**config.mk**
```make
export PLATFORM = sky130hd
export DESIGN_NAME = count_updn_mod
export DESIGN_NICKNAME = d
export VERILOG_FILES = /design/src/rtl/count_pkg.sv /design/src/rtl/count_presc.sv /design/src/rtl/count_updn_mod.sv
export SDC_FILE = /design/constraint.sdc
export NUM_CORES = 1
export LEC_CHECK = 0
export CAP_MARGIN = 20
export CORE_UTILIZATION = 43
export CTS_CLUSTER_DIAMETER = 100
export DETAILED_ROUTE_END_ITERATION = 6
export PLACE_DENSITY_LB_ADDON = 0.12
export SYNTH_ARGS = -nofsm -noshare
export SYNTH_HDL_FRONTEND = slang
export SYNTH_SLANG_ARGS = --single-unit
```
**constraint.sdc**
```tcl
create_clock -name clk5m -period 1.9 [get_ports clk5m]
set_input_delay 0.19 -clock clk5m [delete_from_list [all_inputs] [get_ports clk5m]]
set_output_delay 0.19 -clock clk5m [all_outputs]
set_load 0.03 [all_outputs]
```
**src/rtl/count_pkg.sv**
```systemverilog
// count_pkg: shared mode type, direction constants and prescaler limit for count_updn_mod.
package count_pkg;
  typedef enum logic {CNT_WRAP, CNT_SAT} count_mode_e;
  localparam int PRESC_MAX = 256;
  localparam logic DIR_UP = 1'b0;
  localparam logic DIR_DN = 1'b1;
endpackage

```
**src/rtl/count_presc.sv**
```systemverilog
// count_presc: enable-gated tick divider; the counter vanishes when PRESC is 1.
module count_presc #(
  parameter int PRESC = 1
) (
  input  logic clk5m,
  input  logic rst,
  input  logic en,
  input  logic clr,
  output logic tick
);
  generate
    if (PRESC == 1) begin : g_none
      logic unused_ok;
      assign unused_ok = clk5m ^ rst;
      assign tick = en && !clr;
    end else begin : g_div
      localparam int PW = $clog2(PRESC);
      localparam logic [PW-1:0] LAST = PW'(PRESC - 1);
      logic [PW-1:0] presc_cnt;
      always_ff @(posedge clk5m or posedge rst) begin
        if (rst) presc_cnt <= '0;
        else if (clr) presc_cnt <= '0;
        else if (en) presc_cnt <= (presc_cnt == LAST) ? '0 : presc_cnt + 1'b1;
      end
      assign tick = en && !clr && presc_cnt == LAST;
    end
  endgenerate
endmodule

```
**src/rtl/count_updn_mod.sv**
```systemverilog
// count_updn_mod: loadable up/down counter with ceiling, prescaler and terminal-count pulse.
// Define COUNT_SAT_EN to add the sat port and saturating mode; otherwise it always wraps.
module count_updn_mod
  import count_pkg::*;
#(
  parameter int WIDTH   = 10,
  parameter int MAX_VAL = 1023,
  parameter int PRESC   = 1
) (
  input  logic             clk5m,
  input  logic             rst,
  input  logic             en,
  input  logic             updn,
  input  logic             load,
  input  logic [WIDTH-1:0] data_in,
`ifdef COUNT_SAT_EN
  input  logic             sat,
`endif
  output logic [WIDTH-1:0] cnt,
  output logic             tc,
  output logic             zero
);
  localparam logic [WIDTH-1:0] MAXV = WIDTH'(MAX_VAL);
  localparam int P = (PRESC > PRESC_MAX) ? PRESC_MAX : PRESC;
  count_mode_e mode;
  logic tick, bound, hit, tc_nxt;
  logic [WIDTH:0] stepv;
  logic [WIDTH-1:0] nxt, clamp;
`ifdef COUNT_SAT_EN
  assign mode = sat ? CNT_SAT : CNT_WRAP;
`else
  assign mode = CNT_WRAP;
`endif
  count_presc #(.PRESC(P)) u_presc (
    .clk5m(clk5m),
    .rst(rst),
    .en(en),
    .clr(load),
    .tick(tick)
  );
  // bound: the step would cross the range edge; hit: the step lands on it
  always_comb begin
    stepv = (updn == DIR_DN) ? {1'b0, cnt} - 1'b1 : {1'b0, cnt} + 1'b1;
    bound = (updn == DIR_DN) ? cnt == '0 : cnt == MAXV;
    hit = (updn == DIR_UP) ? stepv == {1'b0, MAXV} : stepv == '0;
    nxt = !bound ? stepv[WIDTH-1:0] : (mode == CNT_SAT) ? cnt : (updn == DIR_DN) ? MAXV : '0;
    tc_nxt = (mode == CNT_SAT) ? !bound && hit : bound;
    clamp = (data_in > MAXV) ? MAXV : data_in;
  end
  always_ff @(posedge clk5m or posedge rst) begin
    if (rst) begin
      cnt <= '0;
      tc <= 1'b0;
    end else if (load) begin
      cnt <= clamp;
      tc <= 1'b0;
    end else if (tick) begin
      cnt <= nxt;
      tc <= tc_nxt;
    end else begin
      tc <= 1'b0;
    end
  end
  assign zero = cnt == '0;
endmodule

```
# Word-level counts from Yosys, hierarchy flattened
# Index checks and enable logic that the tools add are counted.
[classes]
add_sub_neg = 2
n_lt_le_gt_ge = 1
n_eq_ne = 1
n_mux = 9
reduce_logical = 4
[ops]
columns = ["op", "n"]
rows = [
  ["$mux 10", 6],
  ["$add 10x1->10 const B", 1],
  ["$eq 10x10->1 const B", 1],
  ["$gt 10x10->1 const B", 1],
  ["$logic_not 10->1", 1],
  ["$sub 10x1->10 const B", 1],
  ["$mux 1", 3],
  ["$reduce_bool 2->1", 1],
  ["$logic_and 1x1->1", 1],
  ["$logic_not 1->1", 1],
]
[word_totals]
register_bits = 11
in_bits = 15
output_inout_bits = 12
elab_cells = 19

# Logic depth before layout (Yosys ltp)
# Gate-level depths: netlist (run 1).
[depth]
ltp_word = 5
mapped_depth = 6
ltp_nobuf = 6

# By module
# From an unflattened synthesis (run 1), not the netlist that was laid out.
[hier_totals]
cells_unflattened = 116
area_unflattened_um2 = 985.9
[by_module_without_submodules]
columns = ["mod", "n_inst", "cells_per_inst", "area_each_um2", "seq_area_each_um2"]
rows = [
  ["count_updn_mod", 1, 115, 972.2, 275.3],
  ["count_presc", 1, 1, 13.8, 0.0],
]

# Worst setup path before layout (run 1)
# OpenSTA, ideal clock, no wires.
[synth_timing]
path_kind = "register to register"
start = "reg cnt[0]"
end = "reg cnt[8]"
setup_ns = 0.065
arrival_time_ns = 2.062
required_ns = 1.835
path_slack_ns = -0.227
path_stages_with_launch = 7
n_path_buf = 0
synth_period_minus_slack_ns = 2.127
path_cell_list = "dfrtp_1 fa_1 a21o_1 a21o_1 a221oi_1 mux2_1 nand2_1"
[synth_via]
elab_chain_cells = 5
word_cells_on_any_way = 9
classes_between = "2 x add/sub; 1 x eq/ne; 5 x mux; 1 x reduce/logical"
[synth_lines]
columns = ["item", "line", "text"]
rows = [
  ["start: declaration", "count_updn_mod.sv:19", "output logic [WIDTH-1:0] cnt,"],
  ["start signal: assignment", "count_updn_mod.sv:55", "cnt <= clamp;"],
  ["start signal: assignment", "count_updn_mod.sv:58", "cnt <= nxt;"],
  ["$add 10x1->10 (tied with other cells)", "count_updn_mod.sv:43", "stepv = (updn == DIR_DN) ? {1'b0, cnt} - 1'b1 : {1'b0, cnt} + 1'b1;"],
  ["$mux 10 or $mux 1 (tied branches)", "count_updn_mod.sv:43, count_updn_mod.sv:44", ""],
  ["$mux 10 (*)", "count_updn_mod.sv:46", "nxt = !bound ? stepv[WIDTH-1:0] : (mode == CNT_SAT) ? cnt : (updn == DIR_DN) ? MAXV : '0;"],
  ["$mux 10 (*)", "count_updn_mod.sv:57", "end else if (tick) begin"],
  ["$mux 10 (*)", "count_updn_mod.sv:54", "end else if (load) begin"],
]
# Every way passes the cells marked *; elsewhere a longest branch is shown, timed or not. The select of a mux whose other input is x is not followed.
# A chain may end at the register's enable or synchronous reset.

# Worst setup path in the final report (run 1)
# Same ends and word-level chain as after synthesis.

==> summary.md, run 1 <==
The flow ran to the end, but the final reports show violations. The checks that failed: setup timing. The reg-to-reg startpoint was cnt[0].

The clock skew came out at 7.01 ps. The total of endpoints with negative setup slack in the final report was 2. In this run, post-CTS hold repair placed 0 buffers. For this run, the post-layout net count is 196. The sequential-to-total area share from yosys stat is 0.273.

The required time of the worst setup path is 2120 ps, and the worst endpoint data arrival time is 2130 ps. The final hold violation count was 0; the fmax was 524 MHz. VDD sags by at most 0.000802 V. The die covers 2540 um^2. The area of the core was 2210 um^2; the number of synthesized flops with an enable pin was 0.

The critical path is of the reg2reg type. For the count of mapped cells out of synthesis, the log shows 117. After detailed routing, the number of vias per cell comes to 5.55.

For the clock latency on the worst-skew pair, the log shows 280 ps. The post-CTS clock slew at the launch and capture registers of the worst setup and hold paths came out at 80 ps. The signal on the critical path passes through fa_2, a21o_1, a21o_1, a221oi_2, mux2_1, nand2_1.

The ratio of final minimum period to clock period came out at 1.00. For the share of power burned in combinational logic, the log shows 0.642. The tools report the initial antenna violation count as 0.

The tools report the cell chosen for the clock root as clkbuf_4. The number of H-tree levels was 1; the internal portion of total power was 880 uW. The tools report the startpoint class of the critical path as a flop. The worst path needs 1910 ps of the cycle, external delays included. Across the run, the number of max-cap violations was 0.

The post-route worst setup slack came out at -7.27 ps. At the end of routability-driven placement, the weighted congestion stood at 0.896. Setup repair after global routing could not meet its margin everywhere. Counting distinct cell types in the post-synthesis netlist gives 44. Row generation in the floorplan step produced 17 rows. The number of clock buffers added by TritonCTS is 3. In this run the count of I/O pins placed on the die edge is 27. The count of buffers inserted at the top-level ports came out at 26.

The library cell used most frequently in the layout, excluding fill and tap cells, is buf_4. At the pin with the least slew margin, the transition time is 435 ps. STA classifies the critical path endpoint as a flop. The async set-reset flop share out of synthesis works out to 1.00. Largest area contributor in the netlist: dfrtp_1. The class of the most critical hold timing path is in2async.

In this run the worst setup path begins at cnt[0]. The logs give 185 for the number of filler instances in the final layout and 0.696 for the utilization after layout. The layout overhead on the synthesized area is 52.8%, and the die span in y is 50.4 um. The remaining max-slew budget at the tightest pin was 0.710. The tools report the synthesized cell area as 1010 um^2. The total power per unit cell area is 1010 nW/um^2, and the all-layer global routing usage is 0.271. The largest single stage delay on the critical path is 450 ps.

Across the whole layout, storage elements account for 279 um^2. The logs give 1,104 for the detailed-route via count and 2 for the buffer depth of the longest clock path. Ranked by total cell area, the synthesized netlist is headed by dfrtp_1, ha_1, nand2_1. Entering global routing, the biggest net connects 13 pins.

The share of post-route cells with drive strength above 1 came out at 0.257. The chip width was 50.4 um. The logs give 0.710 nW for the total leakage power and 2350 um for the placed wire-length estimate after detailed placement. The largest fanout of any net on the critical path was 4; the routed wire length was 3050 um. The run gives -9.39 ps as the final setup TNS. Switching part of the total power: 0.433.

Routed length per placed instance: 15.3 um. The fraction of power consumed by the clock network came out at 0.109. The number of global-route vias before repair was 1,114; the total congestion overflow was 0. The setup fix buffers added after clock tree synthesis is 0. The most used flip-flop cell after synthesis is dfrtp_1. The initial detailed-routing violation count is 31, and the number of max-slew violations in the final report is 0. The number of design rule violations left after detail routing came out at 0.

The top-area cell type share of the netlist area is 0.273. In the layout the commonest cells are buf_4, clkdlybuf4s50_1, nand2_1. Starting density of the core: 0.455.

The multi-input combinational cells in the finished layout cover a total of 708 um^2. Net load switching power: 671 uW. TritonCTS built the clock tree.

During synthesis, Yosys emitted a total of 0 warnings. In this run, synthesis produced a sequential element count of 11. The most numerous cell type found on the critical path is a21o_1.

For this design, the sink count on the clock tree is 11. Slowest library cell on the worst path: dfrtp_2. For flop-to-flop paths, the worst setup slack is -7 ps. The first global-routing pass estimated 5090 um of wire.

The average size of a mapped cell was 8.61 um^2; the net count after synthesis was 141. The tools report the total iterations of the first detailed-routing run as 4. The run gives 0 as the count of nets left with antenna violations after detail routing. The overall power came out at 1.55 mW. Sequential share of power: 0.249. The antenna diode instance count came out at 0.
==> per-stage QoR <==
stage / worst slack, ps / cells / hold slack (ps) / cell area [um^2]
global placement: -336 / 195 / 518 / 1500
global route: -94.8 / 199 / 241 / 1540
detailed placement: -405 / 195 / 522 / 1500
CTS: -16.5 / 199 / 217 / 1540
floorplan: -55.2 / 117 / 42.3 / 1020
finish: -7.27 / 199 / 209 / 1540
==> what timing repair did <==
| action | in CTS | in global routing |
|---|---|---|
| gates resized for setup | 6 | 4 |
| setup endpoints to repair | 4 | 5 |
| pin swaps | 2 | 2 |
==> cells by family after synthesis <==
family	count (synthesis)	synth area share
XOR/XNOR	7	0.0609
AO/OA/AOI/OAI	36	0.256
adder cells (fa/ha/maj)	9	0.119
flip-flops	11	0.273
multiplexers	2	0.0211
AND/OR/NAND/NOR	42	0.220
buffers and inverters	10	0.0497
==> critical path, delay by kind of cell, from the launching register on <==
family	cells	cell delay, ps
mux	1	350
compound gates	3	640
simple gates	1	60
flops	1	450
fa+ha+maj	1	360
==> cell type report <==
| class | instances | share of cell area |
|---|---|---|
| multi-input combinational | 96 | 0.460 |
| inverter | 6 | 0.0146 |
| timing repair buffer | 54 | 0.304 |
| sequential | 11 | 0.181 |
| clock buffer | 4 | 0.0171 |
| tap | 28 | 0.0228 |
==> flip-flops by register name, summed over array words and instances, names as in the netlist <==
register,flops
tc,1
cnt,10
==> final timing paths <==
check / to / cells past startpoint
min in group clk5m: cnt[3] / 3
max reg2reg: cnt[8] / 6
max: cnt[8] / 6
min: cnt[4] / 2
max in group asynchronous: cnt[0] / 2
min reg2reg: tc / 3
==> power groups by stage <==
stage / clock (mW) / combinational (mW) / sequential (mW)
finish: 0.168 / 0.995 / 0.387
global route: 0.189 / 1.08 / 0.395
CTS: 0.174 / 0.986 / 0.378
detailed placement: 0 / 0.978 / 0.378
global placement: 0 / 0.952 / 0.376
floorplan: 0 / 0.427 / 0.482
==> metal layers <==
metal / track usage / part of all wire / up-vias
li1: - / - / 547
met4: 0.125 / 0.020 / 0
met2: 0.438 / 0.48 / 30
met5: 0 / 0 / -
met1: 0.362 / 0.46 / 521
met3: 0.0273 / 0.035 / 6
==> synth_stat cells, drive strengths merged (2+ instances only) <==
cell type / instances
ha: 8
or3: 2
nor3: 6
nand3: 3
nor4: 2
buf: 3
nand2: 14
inv: 6
a22oi: 3
dfrtp: 11
o21a: 2
o21ai: 6
xnor2: 2
nand4: 2
a21o: 5
nor2: 3
o31ai: 2
nand2b: 4
a21oi: 5
a211oi: 2
a221oi: 5
xor2: 5
(Power assumes the default switching activity.)
==> run 2, diff against run 1 <==
--- a/config.mk
+++ b/config.mk
@@ -7,7 +7,6 @@
 export LEC_CHECK = 0
 export CAP_MARGIN = 20
 export CORE_UTILIZATION = 43
-export CTS_CLUSTER_DIAMETER = 100
 export DETAILED_ROUTE_END_ITERATION = 6
 export PLACE_DENSITY_LB_ADDON = 0.12
 export SYNTH_ARGS = -nofsm -noshare
==> results of run 2 <==
No change in the layout: final DEF, timing and power equal those of run 1.
==> run 3, diff against run 2 <==
--- a/config.mk
+++ b/config.mk
@@ -5,6 +5,7 @@
 export SDC_FILE = /design/constraint.sdc
 export NUM_CORES = 1
 export LEC_CHECK = 0
+export ABC_CLOCK_PERIOD_IN_PS = 1700
 export CAP_MARGIN = 20
 export CORE_UTILIZATION = 43
 export DETAILED_ROUTE_END_ITERATION = 6
==> constraint.sdc (replaced) <==
create_clock -name clk5m -period 1.7 [get_ports clk5m]
set_input_delay 0.17 -clock clk5m [delete_from_list [all_inputs] [get_ports clk5m]]
set_output_delay 0.17 -clock clk5m [all_outputs]
set_load 0.03 [all_outputs]
==> run 3 against run 2 <==
Against the previous run: the run still ends with setup timing left; power up 28%; cell area grew 14%; sequential share of layout area shrank 2.0 points; via count is 13% higher.
==> summary.md, run 3 (same netlist as run 1, synthesis figures left out) <==
Largest registers: cnt: 10 flops, tc: 1 flops (unchanged). For the detailed-route via count, the log shows 1,242 (was 1,104). The global-route wire length before repair is 5600 um (was 5090 um). The run gives 205 (was 196) as the net count of the finished layout. The worst slack on hold paths was 200 ps (was 209 ps); the pin slew with the least headroom to its limit was 484 ps (was 435 ps).

The tools report the cell chosen for the clock root as clkbuf_4 (unchanged). Utilization after layout: 0.795 (was 0.696). The number of buffer and inverter instances along the worst setup path is 0 (unchanged), and the count of buffers inserted at the top-level ports is 26 (unchanged).

The clock skew was 3.24 ps (was 7.01 ps). The chip width came out at 50.4 um (unchanged). The class of the most critical setup path is reg2reg (unchanged). Violated checks: setup timing (unchanged). Setup repair after global routing could not meet its margin everywhere.

The initial antenna violation count was 0 (unchanged). The run gives 0.455 (unchanged) as the starting density of the core. Crit path cell chain: fa_2, a21o_1, a21o_1, a221oi_2, mux2_1, nand2_1 (unchanged). The number of design rule violations left after detail routing was 0 (unchanged); the share of post-route cells with drive strength above 1 was 0.417 (was 0.257).

The slowest library cell on the worst path is dfrtp_2 (unchanged). For the all-layer global routing usage, the log shows 0.297 (was 0.271). The total of endpoints with negative setup slack in the final report came out at 9 (was 2). The total leakage power was 0.777 nW (was 0.710 nW). Register name with the most flops: cnt (unchanged). For the clock latency on the worst-skew pair, the log shows 280 ps (about the same). The most prevalent standard cell on the critical path is a21o_1 (unchanged). The run finished, with violations left. The area of the die is 2540 um^2 (unchanged).

The run gives 4 (unchanged) as the total iterations of the first detailed-routing run. The number of rows created at floorplan is 17 (unchanged). TritonCTS built the clock tree. Initial detailed-routing violation count: 73 (was 31). Number of global-route vias before repair: 1,213 (was 1,114). The class of the most critical hold timing path is in2async (unchanged).

The die span in y works out to 50.4 um (unchanged). The routed length per placed instance works out to 17.7 um (was 15.3 um). Commonest non-fill, non-tap cells in the layout: buf_4, clkdlybuf4s50_1, nand2_1 (unchanged). Maximum cell stage delay along the critical path: 420 ps (was 450 ps). The TritonCTS sink count was 11 (unchanged). The antenna diode instance count came out at 0 (unchanged).

The run gives -932 ps (was -9.39 ps) as the final setup TNS. The run gives 0 (unchanged) as the number of maximum-capacitance constraint violations. The buffer depth of the longest clock path came out at 2 (unchanged). The CTS buffer count was 3 (unchanged); the routed wire length was 3690 um (was 3050 um).

The number of flip-flops in the largest register works out to 10 (unchanged). The tools report the placer's final routability congestion estimate as 0.887 (was 0.896). The kind of end point of the critical path was a flop (unchanged).

The post-route worst setup slack was -198 ps (was -7.27 ps). The number of max-slew violations in the final report came out at 0 (unchanged). The logs give 1.98 mW (was 1.55 mW) for the overall power and 27 (unchanged) for the number of top-level design ports.

The maximum number of pins on one net before global-route repair is 12 (was 13). The required time of the worst setup path came out at 1920 ps (was 2120 ps). Most common cell after layout, fill and taps aside: buf_4 (unchanged).

The shortest period the worst path allows is 1900 ps (was 1910 ps), and the total congestion overflow is 0 (unchanged). The number of H-tree levels came out at 1 (unchanged). The total power per unit cell area is 1130 nW/um^2 (was 1010 nW/um^2). The run gives 0 (unchanged) as the number of hold buffers added after CTS.

Count of nets left with antenna violations after detail routing: 0 (unchanged). The ratio of final minimum period to clock period works out to 1.12 (was 1.00). The final hold violation count was 0 (unchanged).

The area of the core came out at 2210 um^2 (unchanged). Largest fanout of any net on the critical path: 3 (was 4). The ratio of routed vias to standard cells was 5.97 (was 5.55). Cell class contributing the biggest share of worst-path delay: compound AO/OA/AOI/OAI gates (unchanged). The layout overhead on the synthesized area came out at 74.5% (was 52.8%). The peak supply drop is 0.000825 V (was 0.000802 V), and the post-CTS clock slew at the launch and capture registers of the worst setup and hold paths is 80 ps (about the same).

The tools report the fmax as 527 MHz (was 524 MHz). The tools report the startpoint class of the critical path as a flop (unchanged). Remaining max-slew budget at the tightest pin: 0.677 (was 0.710).

The worst endpoint data arrival time came out at 2120 ps (was 2130 ps). For the placed wire-length estimate after detailed placement, the log shows 2480 um (was 2350 um).
==> run 3: changes by cell type in the layout (fill, tap and decap cells not counted), moves of 3 or more <==
cell     previous run  this run
dfrtp_1             8         4
buf_4              27        36
o21ai_0             5         2
ha_4                0         4
dfrtp_2             3         7
ha_1                8         4
==> run 3: worst paths after layout <==
check / startpoint / to / slack (ps) / cells past startpoint
worst max-delay path: cnt[1] / cnt[8] / -200 / 6
worst min-delay path: rst / cnt[9] / 200 / 2
worst max register to register: cnt[1] / cnt[8] / -200 / 6
worst min register to register: cnt[6] / cnt[6] / 710 / 3
max in group asynchronous: rst / cnt[2] / 1140 / 2
min in group clk5m: data_in[4] / cnt[4] / 450 / 3
==> run 3: power by group <==
group	total, mW	switching, mW	internal (mW)
clock	0.197	0.106	0.0911
combinational	1.38	0.691	0.692
sequential	0.403	0.0702	0.333
total	1.98	0.868	1.12
==> run 3: stage by stage <==
step / cell area [um^2] / setup WS, ps / instances
6_report: 1760 / -198 / 208
5_1_grt: 1760 / -282 / 208
4_1_cts: 1730 / -208 / 207
3_5_place_dp: 1550 / -704 / 197
3_3_place_gp: 1550 / -620 / 197
2_1_floorplan: 1060 / -255 / 117
==> run 3: area by class of cell <==
cell class	instances	area, um^2
sequential	11	284
inverter	6	22.5
fill	141	454
timing repair buffer	63	542
clock buffer	4	26.3
tap	28	35.0
multi-input combinational	96	848
==> run 3: what timing repair did <==
| action | in CTS | in global routing |
|---|---|---|
| setup endpoints to repair | 11 | 12 |
| pin swaps | 14 | 5 |
| resized for setup | 23 | 10 |
| buffers inserted | 6 | 1 |
==> run 3: layer usage <==
| metal | GRT usage | part of all wire | wire length, um | vias to the layer above |
|---|---|---|---|---|
| li1 | - | - | - | 567 |
| met5 | 0 | 0 | 0 | - |
| met4 | 0.134 | 0.032 | 117 | 0 |
| met2 | 0.507 | 0.48 | 1780 | 70 |
| met3 | 0.0485 | 0.065 | 241 | 14 |
| met1 | 0.364 | 0.42 | 1550 | 591 |
